--- config.mk ---
export PLATFORM = sky130hd
export DESIGN_NAME = button_debounce
export DESIGN_NICKNAME = d
export VERILOG_FILES = /design/src/rtl/button_pkg.sv /design/src/rtl/sync_2ff.sv /design/src/rtl/button_debounce.sv
export SDC_FILE = /design/constraint.sdc
export NUM_CORES = 1
export LEC_CHECK = 0
export BUFFER_PORTS_ARGS = -buffer_cell sky130_fd_sc_hd__buf_2
export CAP_MARGIN = 10
export CORE_ASPECT_RATIO = 0.5
export CORE_MARGIN = 2
export CORE_UTILIZATION = 50
export CTS_CLUSTER_DIAMETER = 50
export DETAILED_ROUTE_END_ITERATION = 6
export GPL_TIMING_DRIVEN = 0
export PLACE_DENSITY_LB_ADDON = 0.08
export SYNTH_ARGS = -nofsm -noshare
export SYNTH_HDL_FRONTEND = slang
export SYNTH_SLANG_ARGS = --single-unit
--- constraint.sdc ---
create_clock -name clk -period 3.1 [get_ports clk]
set_input_delay 0.62 -clock clk [delete_from_list [all_inputs] [get_ports clk]]
set_output_delay 0.62 -clock clk [all_outputs]
set_load 0.02 [all_outputs]
--- src/rtl/button_pkg.sv ---
// Shared types and helpers for the push-button debouncer.
package button_pkg;

  typedef enum logic [1:0] {
    RELEASED,
    PRESS_WAIT,
    PRESSED,
    RELEASE_WAIT
  } btn_state_e;

  // Timer must hold the larger of the debounce and long-press spans without wrapping.
  function automatic int timer_width(input int debounce_cycles, input int long_cycles);
    int span;
    span = (debounce_cycles > long_cycles) ? debounce_cycles : long_cycles;
    return $clog2(span + 1);
  endfunction

endpackage

--- src/rtl/sync_2ff.sv ---
// Two-flop synchronizer for one asynchronous board input; reset value is the pin's idle level.
module sync_2ff #(
  parameter logic RESET_VAL = 1'b0
) (
  input  logic clk,
  input  logic rst,
  input  logic d,
  output logic q
);

  logic meta;

  // NOTE: clocked logic uses non-blocking (<=) so both flops sample pre-edge values.
  always_ff @(posedge clk) begin
    if (rst) begin
      meta <= RESET_VAL;
      q    <= RESET_VAL;
    end else begin
      meta <= d;
      q    <= meta;
    end
  end

endmodule

--- src/rtl/button_debounce.sv ---
// Debounces one raw push-button pin into registered level, press/release pulses and a press count.
// Optional long-hold pulse on btn_long is built only when LONG_PRESS_EN is defined.
module button_debounce
  import button_pkg::*;
#(
  parameter int DEBOUNCE_CYCLES = 250_000,
  parameter int LONG_CYCLES     = 25_000_000,
  parameter int ACTIVE_LOW      = 1,
  parameter int CNT_W           = 8
) (
  input  logic             clk,
  input  logic             rst,
  input  logic             btn_in,
  output logic             btn_level,
  output logic             btn_press,
  output logic             btn_release,
  output logic [CNT_W-1:0] press_count,
  output logic             btn_long
);

  localparam int               TIMER_W  = timer_width(DEBOUNCE_CYCLES, LONG_CYCLES);
  localparam logic [TIMER_W-1:0] DEB_LAST = TIMER_W'(DEBOUNCE_CYCLES - 1);
  localparam logic             PIN_IDLE = (ACTIVE_LOW != 0);

  logic               pin_sync;
  logic               p;
  btn_state_e         state, state_next;
  logic [TIMER_W-1:0] timer, timer_next;
  logic               level_next, press_next, release_next;

  sync_2ff #(.RESET_VAL(PIN_IDLE)) u_sync (
    .clk (clk),
    .rst (rst),
    .d   (btn_in),
    .q   (pin_sync)
  );

  assign p = (ACTIVE_LOW != 0) ? ~pin_sync : pin_sync;

  always_ff @(posedge clk) begin
    if (rst) begin
      state <= RELEASED;
      timer <= '0;
    end else begin
      state <= state_next;
      timer <= timer_next;
    end
  end

  // NOTE: every always_comb output gets a default first, otherwise a latch is inferred.
  always_comb begin
    state_next = state;
    timer_next = '0;
    case (state)
      RELEASED: begin
        if (p) state_next = PRESS_WAIT;
      end
      PRESS_WAIT: begin
        if (!p)                    state_next = RELEASED;
        else if (timer == DEB_LAST) state_next = PRESSED;
        else                       timer_next = timer + 1'b1;
      end
      PRESSED: begin
        if (!p) state_next = RELEASE_WAIT;
      end
      RELEASE_WAIT: begin
        if (p)                     state_next = PRESSED;
        else if (timer == DEB_LAST) state_next = RELEASED;
        else                       timer_next = timer + 1'b1;
      end
      default: state_next = RELEASED;
    endcase
  end

  // Output registers load from the next-state decision so pulses align with the accepting edge.
  always_comb begin
    level_next   = (state_next == PRESSED) || (state_next == RELEASE_WAIT);
    press_next   = (state == PRESS_WAIT)   && (state_next == PRESSED);
    release_next = (state == RELEASE_WAIT) && (state_next == RELEASED);
  end

  always_ff @(posedge clk) begin
    if (rst) begin
      btn_level   <= 1'b0;
      btn_press   <= 1'b0;
      btn_release <= 1'b0;
      press_count <= '0;
    end else begin
      btn_level   <= level_next;
      btn_press   <= press_next;
      btn_release <= release_next;
      if (press_next) press_count <= press_count + 1'b1;
    end
  end

`ifdef LONG_PRESS_EN
  localparam logic [TIMER_W-1:0] LONG_LAST = TIMER_W'(LONG_CYCLES - 1);
  localparam logic [TIMER_W-1:0] LONG_DONE = TIMER_W'(LONG_CYCLES);

  logic [TIMER_W-1:0] hold;
  logic               long_q;

  // Hold timer parks at LONG_DONE so it fires once; only a fresh accepted press clears it.
  always_ff @(posedge clk) begin
    if (rst) begin
      hold   <= '0;
      long_q <= 1'b0;
    end else begin
      long_q <= 1'b0;
      if (press_next) begin
        hold <= '0;
      end else if (((state == PRESSED) || (state == RELEASE_WAIT)) && (hold != LONG_DONE)) begin
        hold   <= hold + 1'b1;
        long_q <= (hold == LONG_LAST);
      end
    end
  end

  assign btn_long = long_q;
`else
  assign btn_long = 1'b0;
`endif

endmodule

==> flow_summary.toml <==
[yosys]
synthArstFlopShare = 0
syn_inst = 203
yosys.cell_types.count = 33
synth-main-ff-cell = "dfxtp_1"
seq_area_frac_synth = 0.433
synth_edf_count = 0
ys_ff_latch = 39
synth_warnings = 0
synthesis.area_mm2 = 0.00180
avgSynthCellArea_um2 = 8.88
syn-num-nets = 208

[timing]
setup_viol = 0
max_clock_freq_mhz = 476
fin_crit_ns = 2.10
hold_violations = 0
setup_tns_ns = 0
holdWs_ns = 0.416
rsz0062_at_grt = "false"
clock_skew_ns = 0.00412
worst-slew-pin-transition_ns = 0.572
finalMaxSlewViolations = 0
finalCritPeriodShare = 0.677
max-slew-margin-rel = 0.617

[cts]
clock-sinks = 39
post_cts_resized = 0
ctsHoldBuffers = 0
numCtsBuffers = 5
cts-root-buf = "clkbuf_8"
clk_pin_slew_ns = 0.07
cts_tree = "done"
cts_buffer_depth = 2
ctsHtreeMaxLevel = 2
postCtsSetupBuffers = 0
clock_latency_ns = 0.28

[global_route]
grt.overflow.total = 0
grt_max_degree = 12
grt_pass1_vias = 1388
grt_first_pass_wirelength_um = 6180
antenna_found_initial = 0
grt_use_total = 0.195

[worst_setup_path]
path_max_fanout = 10
critPathKind = "register to register"
crit_arrival_ns = 2.27
worstPathRequired_ns = 3.27
start_kind = "register"
endpoint_kind = "register"

[place]
hpwl_um = 2540
gp_congestion = 0.792
io_buffers = 13

[die]
fp.dieW_um = 88.9
dieArea_mm2 = 0.00413
start_util = 0.525
io_pins = 15
fp.dieH_um = 46.5
rows = 15
core-area_mm2 = 0.00343

[detailed_routing]
post_drt_wl_per_cell_um = 12.9
ant_nets = 0
drc = 0
vias = 1535
drtIter0Drc = 55
drt_first_pass_iters = 4
viasPerCell = 5.58
wl_um = 3550

[cells_and_area]
nets = 228
areaGrowthSynthToFinish_pct = 11.7
nFillCells = 306
final_cell_mix = "39 x dfxtp_1, 20 x a21oi_1, 19 x buf_2"
drive_gt1_frac = 0.161
antenna_cells = 0
layout_commonest_cell = "dfxtp_1"
postLayoutCoreUtil = 0.586

[power_and_ir_drop]
leakagePower_uw = 0.000640
ir_drop_mv = 0.227
power_density_mw_per_mm2 = 416

[hold_path]
hold_path.class = "register to register"

[run]
cap_violations = 0

[status]
outcome = "finished clean"
==> synthesized netlist by cell type (3+ instances only) <==
cell type   n  area (um^2)
a21oi_1    20          100
nor2_1     16         60.1
and2_1      3         18.8
nand3_1    10         50.1
or2_2       4         25.0
buf_2       6         30.0
or4_1      10         75.1
xnor2_1     3         26.3
xor2_1     10         87.6
o21ai_0    10         50.1
or3_1       8         50.1
nand2_1     8         30.0
and4_1      7         61.3
nand4_1    13         81.3
o31ai_1     9         67.6
clkbuf_1    3         11.3
dfxtp_1    39          781
inv_1       5         18.8
==> sequential cells by signal, indices dropped and copies added (netlist names) <==
register     flops
btn_press        1
u_sync.meta      1
u_sync.q         1
timer           25
btn_release      1
press_count      8
state            2
==> layout make-up <==
class	count	area, um^2	share of cell area
Buffer	11	56.3	0.0280
Clock buffer	7	76.3	0.0379
Clock inverter	1	5.00	0.00249
Inverter	5	18.8	0.00932
Multi-Input combinational cell	148	947	0.470
Sequential cell	39	781	0.388
Tap cell	51	63.8	0.0317
Timing Repair Buffer	13	65.1	0.0323
==> worst max-delay path: stages (launching register included) <==
cell,delay [ns]
dfxtp_1,0.37
ha_1,0.21
and3_1,0.16
buf_2,0.15
nand4_1,0.15
o211ai_1,0.53
buf_2,0.34
nor2_1,0.08
==> power by group <==
group          switching, uW  internal (uW)
clock                    168            158
combinational           5.15           3.75
sequential             0.868            502
==> routing by layer <==
| metal | global-route usage | vias to the layer above | routed length, um |
|---|---|---|---|
| li1 | - | 789 | - |
| met1 | 0.265 | 715 | 1840 |
| met2 | 0.313 | 26 | 1540 |
| met3 | 0.0591 | 5 | 158 |
| met4 | 0.0364 | 0 | 18 |
| met5 | 0 | - | 0 |
==> stage by stage <==
| stage | instances | setup slack, ns | total power [uW] | instance area [um^2] |
|---|---|---|---|---|
| after floorplan | 203 | 1.34 | 521 | 1800 |
| after global placement | 267 | 1.05 | 523 | 1930 |
| after detailed placement | 267 | 0.990 | 524 | 1930 |
| after CTS | 275 | 0.990 | 847 | 2010 |
| after global routing | 275 | 0.796 | 866 | 2010 |
| final | 275 | 1.00 | 838 | 2010 |
==> logic make-up (layout without fill, tap and decap cells) <==
logic type                 after synthesis  in the layout  synth area share
AOI/OAI and AO/OA                       41             41             0.129
xor gates and xnor gates                13             13            0.0632
adders and majority gates                2              2            0.0139
buffers and inverters                   16             37            0.0416
DFF                                     39             39             0.433
other                                    1              1           0.00208
and+or+nand+nor                         91             91             0.317
==> final timing paths <==
kind | cells after the start | endpoint | startpoint | slack (ns)
worst min register to register | 1 | u_sync.q | u_sync.meta | 0.42
worst max-delay path | 7 | timer[3] | timer[0] | 1.00
worst min-delay path | 1 | u_sync.q | u_sync.meta | 0.42
worst max register to register | 7 | timer[3] | timer[0] | 1.00
No activity file was read; power rests on OpenSTA's default activity.
